<file path="config.mk">
export PLATFORM = sky130hd
export DESIGN_NAME = arith_multicycle_ctrl
export DESIGN_NICKNAME = d
export VERILOG_FILES = /design/src/rtl/arith_multicycle_ctrl.sv
export SDC_FILE = /design/constraint.sdc
export NUM_CORES = 1
export LEC_CHECK = 0
export CELL_PAD_IN_SITES_DETAIL_PLACEMENT = 1
export CELL_PAD_IN_SITES_GLOBAL_PLACEMENT = 2
export CORE_MARGIN = 2
export CORE_UTILIZATION = 27
export DETAILED_ROUTE_END_ITERATION = 8
export GPL_TIMING_DRIVEN = 0
export PLACE_DENSITY = 0.92
export SYNTH_ARGS = -nofsm -noshare
export SYNTH_HDL_FRONTEND = slang
export SYNTH_SLANG_ARGS = --single-unit
</file>
<file path="constraint.sdc">
create_clock -name clock -period 3.25 [get_ports clock]
set_clock_uncertainty 0.05 [all_clocks]
set_input_delay 0.65 -clock clock [delete_from_list [all_inputs] [get_ports clock]]
set_output_delay 0.65 -clock clock [all_outputs]
set_load 0.02 [all_outputs]
</file>
<file path="src/rtl/arith_multicycle_ctrl.sv">
// arith_multicycle_ctrl: multi-cycle fetch/decode/exec/writeback sequencer for the MIPS arithmetic datapath
module arith_multicycle_ctrl #(
    parameter logic [31:0] RESET_PC  = 32'h0040_0000,
    parameter int          CNT_WIDTH = 16
) (
    input  logic                 clock,
    input  logic                 reset,
    input  logic                 run,
    output logic                 imem_req,
    output logic [31:0]          imem_addr,
    input  logic                 imem_ack,
    input  logic [31:0]          imem_data,
    output logic [31:0]          inst,
    input  logic                 dec_writeenable,
    input  logic                 dec_except,
    output logic                 alu_res_en,
    output logic                 rf_wr_en,
    output logic                 halted,
    output logic                 exc_flag,
    output logic [31:0]          exc_pc,
    output logic [CNT_WIDTH-1:0] retired,
    output logic [2:0]           state
);
    typedef enum logic [2:0] {IDLE, FETCH, DECODE, EXEC, WB, EXC} st_t;
    st_t st, nxt;
    logic [31:0] pc;
    always_comb
        nxt = st == IDLE   ? (run ? FETCH : IDLE) :
              st == FETCH  ? (imem_ack ? DECODE : FETCH) :
              st == DECODE ? (dec_except ? EXC : EXEC) :
              st == EXEC   ? WB :
              st == WB     ? (run ? FETCH : IDLE) :
              st == EXC    ? EXC : IDLE;
    always_ff @(posedge clock) begin
        if (reset) begin
            st         <= IDLE;
            pc         <= RESET_PC;
            inst       <= '0;
            exc_flag   <= 1'b0;
            exc_pc     <= '0;
            retired    <= '0;
            imem_req   <= 1'b0;
            alu_res_en <= 1'b0;
            halted     <= 1'b1;
        end else begin
            st         <= nxt;
            imem_req   <= nxt == FETCH;
            alu_res_en <= nxt == EXEC;
            halted     <= nxt == IDLE || nxt == EXC;
            if (st == FETCH && imem_ack) inst <= imem_data;
            if (st == DECODE && dec_except) begin
                exc_pc   <= pc;
                exc_flag <= 1'b1;
            end
            if (st == WB) begin
                pc <= pc + 32'd4;
                if (~&retired) retired <= retired + 1'b1;
            end
        end
    end
    assign rf_wr_en  = st == WB && dec_writeenable;
    assign imem_addr = pc;
    assign state     = st;
endmodule

</file>
# [Word level (Yosys, flattened, before mapping)]
# Cells that the tools add are included.
[classes] addsub=2 n_eq_ne=8 n_mux=9 n_bitwise=1 n_reduce_logical=8
[op_table] operator="$add A32 B3 Y32 const B" count=1
[op_table] operator="$mux W3" count=7
[op_table] operator="$add A16 B1 Y16 const B" count=1
[op_table] operator="$reduce_and A16 Y1" count=1
[op_table] operator="$eq A3 B2 Y1 const B" count=3
[op_table] operator="$eq A3 B3 Y1 const B" count=3
[op_table] operator="$eq A3 B1 Y1 const B" count=2
[op_table] operator="$logic_not A3 Y1" count=2
[op_table] operator="$logic_and A1 B1 Y1" count=3
[op_table] operator="$mux W2" count=1
[op_table] operator="$reduce_and A2 Y1" count=1
[op_table] operator="$logic_or A1 B1 Y1" count=1
[op_table] operator="$mux W1" count=1
[op_table] operator="$not A1 Y1" count=1
[word_totals] ff_bits=119 inputBits=38 output_inout_bits=120 word_cells=37

# [Depth between registers and ports, before layout]
[depth] word_depth=9 depth_mapped=7

# [Least setup slack after synthesis]
# OpenSTA, ideal clock, no wires.
[synth_timing] path_type="register to output" start="register st[1] (netlist: state[1])" end="output port rf_wr_en" arrival_ns=1.422 t_required_ns=2.550 setup_slack_ns=1.128 stages_incl_launch_ff=5 path_buffers=2 path_cell_list="dfxtp_1 -> buf_6 -> nor3b_2 -> clkbuf_1 -> and2_1"
[synth_via] elab_chain_len=2
[synth_rtl] element="start, declared" line="25" rtl="st_t st, nxt;"
[synth_rtl] element="start signal, assigned" line="46" rtl="st <= nxt;"
[synth_rtl] element="$eq A3 B3 Y1" line="61" rtl="assign rf_wr_en = st == WB && dec_writeenable;"
[synth_rtl] element="$logic_and A1 B1 Y1" line="61"
[synth_rtl] element="end, declared" line="17" rtl="output logic rf_wr_en,"
# Every way passes these cells.

# [Worst setup path in the final report]
# Ends and elaborated chain as after synthesis.

==> flow_summary_export.csv <==
group,metric,value,unit
run_status,outcome,"finished, final reports clean",
grt,grt_pass1_wl,25100,µm
hold_path,hold_path.class,"flip-flop to flip-flop",
synth,synthCells,583,
cts,cts_buffers,17,
die,ios,158,
critical_path,required,2.55,ns
synth,ys_types,40,
detailed_routing,dr_total_vias,4778,
cts,clock_latency,0.41,ns
die,dieWidth,136,µm
grt,track_usage,17.6,%
final_layout,final_cells,995,
detailed_routing,wl,16000,µm
final_layout,fin_util,41.3,%
placement,numPortBuffers,152,
die,num_rows,48,
synth,ys_seq_elements,115,
critical_path,critPathArrivalTime,2.38,ns
timing,max_slew_margin,57.4,%
final_layout,num_antenna_cells,0,
synth,ys.warnings.count,0,
critical_path,path_max_fanout,10,
grt,grt_pass1_vias,4745,
synth,ys_dominant_reg_cell,"dfxtp_1",
detailed_routing,dr.first_iter.drc_count,163,
detailed_routing,drc_errors,0,
synth,async_flop_share,0,%
grt,antenna_found_initial,0,
timing,worst_slew_pin_slew,0.640,ns
synth,synth_top_area_cell,"dfxtp_1",
timing,setup_viol,0,
timing,slew_violations,0,
timing,hold_viol,0,
pwr,powerDensity,495,mW/mm²
detailed_routing,dr.pass1.iters,4,
cts,cts_buffer_depth,2,
cts,clock-sinks,115,
synth,ys_top_cells_by_area,"dfxtp_1 49%, nand2_1 12%, a21oi_1 9.8%",
timing,fmax,324,MHz
critical_path,crit_type,"flip-flop to output pin",
synth,syn_area,0.00473,mm²
timing,setup_tns,0,ns
die,coreArea,0.0172,mm²
cts,cts_setup_buffers,0,
final_layout,drive_gt1_share,6.23,%
die,die_area,0.0186,mm²
timing,grt_setup_unrepaired,"false",
detailed_routing,vias_per_cell,4.80,
pwr,peakVddDrop,0.371,mV
synth,avgSynthCellArea,8.12,µm²
synth,synth_edf_count,0,
cts,cts_tree,"yes",
cts,htreeDepth,4,
grt,grt_max_degree,17,
timing,period_needed,3.08,ns
critical_path,startpoint_type,"flip-flop",
critical_path,end_kind,"output pin",
synth,ys_seq_area_share,48.6,%
timing,fin_crit_sh,94.9,%
die,die_y,136,µm
detailed_routing,antenna_left,0,
final_layout,fillCellCount,2020,
die,initial_core_util,27.5,%
placement,dp_cells,963,
final_layout,nets,797,
grt,grt_overflow,0,
placement,hpwl,11600,µm
critical_path,reg2reg_slack,0.94,ns
final_layout,area.growth.synth_to_final,50.5,%
cts,clk_pin_slew,0.05,ns
cts,cts_root_buffer,"clkbuf_16",
placement,place_congestion,0.757,
synth,synth_top_area_share,48.6,%
detailed_routing,wire_per_inst,16.1,µm
run,max_cap_violations,0,
pwr,p_leak,2.32,nW
==> what timing repair did <==
action                     CTS  global route
hold buffers                 0             0
setup endpoints to repair    1             0
gates resized for setup      2             0
==> metrics by stage <==
stage	setup slack [ns]	area (µm²)	hold WS (ns)	total power (W)
6_report	0.167	7130	0.402	0.00352
5_1_grt	0.0459	7130	0.425	0.00366
4_1_cts	0.102	7130	0.408	0.00358
3_5_place_dp	0.240	6550	0.400	0.00173
3_3_place_gp	0.245	6550	0.392	0.00173
2_1_floorplan	1.13	4750	0.484	0.00160
==> cell usage after synthesis, drive strengths merged, types with 5 or more instances <==
cell and instances:
nand2 147, dfxtp 115, a21oi 93, clkbuf 31
nor2 27, o31ai 17, or4 17, nand3 15
nand4 15, buf 10, o21ai 10, or3 9
inv 8, nor3 8, and4 7, nor4 6
xnor2 6, xor2 6, nor2b 5
==> critical path: stages, from the launching register on <==
cell	delay (ns)
dfxtp_1	0.31
buf_6	0.14
nor3b_4	0.40
clkbuf_2	0.35
and2_1	0.17
clkdlybuf4s50_1	0.60
==> placed cells by master (no fill, tap or decap), types with 5 or more instances in the layout <==
cell type,count
inv_1,8
clkbuf_16,17
nand2_1,147
nor4_1,6
clkinv_2,7
clkdlybuf4s50_1,152
xor2_1,6
clkbuf_1,32
o21ai_0,10
nor2_1,27
xnor2_1,6
nand3_1,15
dfxtp_1,115
o31ai_1,17
nor2b_1,5
or3_1,9
nand4_1,15
or4_1,16
and4_1,7
a21oi_1,93
nor3_1,8
==> cell type report <==
class | count | area, µm² | share of cell area (%)
repair buffers | 152 | 1520 | 21.3
flip-flops and latches | 115 | 2300 | 32.3
inverters | 8 | 30.0 | 0.421
well taps | 225 | 282 | 3.95
clock inverters | 11 | 110 | 1.54
clock buffers | 21 | 460 | 6.46
multi-input cells | 422 | 2230 | 31.4
plain buffers | 41 | 186 | 2.62
==> final timing paths <==
check             cells after the start     start     endpoint
setup / recovery                      5  state[1]     rf_wr_en
hold / removal                        2  inst[20]     inst[20]
setup reg to reg                      6  state[1]  retired[11]
hold reg to reg                       2  inst[20]     inst[20]
==> sequential cells by signal, summed over array words and instances (netlist names), 3 cells and up <==
register,flops
exc_pc,30
imem_addr,30
inst,32
retired,16
state,3
==> report_power, final <==
group | internal, W | total, W | switching [W]
Combinational | 0.000110 | 0.000252 | 0.000142
Clock | 0.00116 | 0.00182 | 0.000666
Sequential | 0.00144 | 0.00145 | 0.0000144
==> layer usage <==
layer / share of wire (%) / track usage, % / vias to the layer above
li1: - / - / 2381
met1: 44 / 20.8 / 2258
met2: 47 / 29.1 / 124
met3: 7.4 / 7.79 / 15
met4: 1.0 / 4.57 / 0
met5: 0 / 0 / -
==> cells by family (layout without fill, tap and decap cells) <==
kind of cell,Yosys count,after routing,synth area share (%)
fa+ha+maj,2,2,0.528
simple gates,273,273,28.1
other cells,1,4,0.0792
mux,6,6,1.37
buf+inv,49,233,4.55
flops,115,115,48.6
compound gates,125,125,14.5
xor+xnor,12,12,2.22
Note: power is estimated with default switching activity, not from simulation.
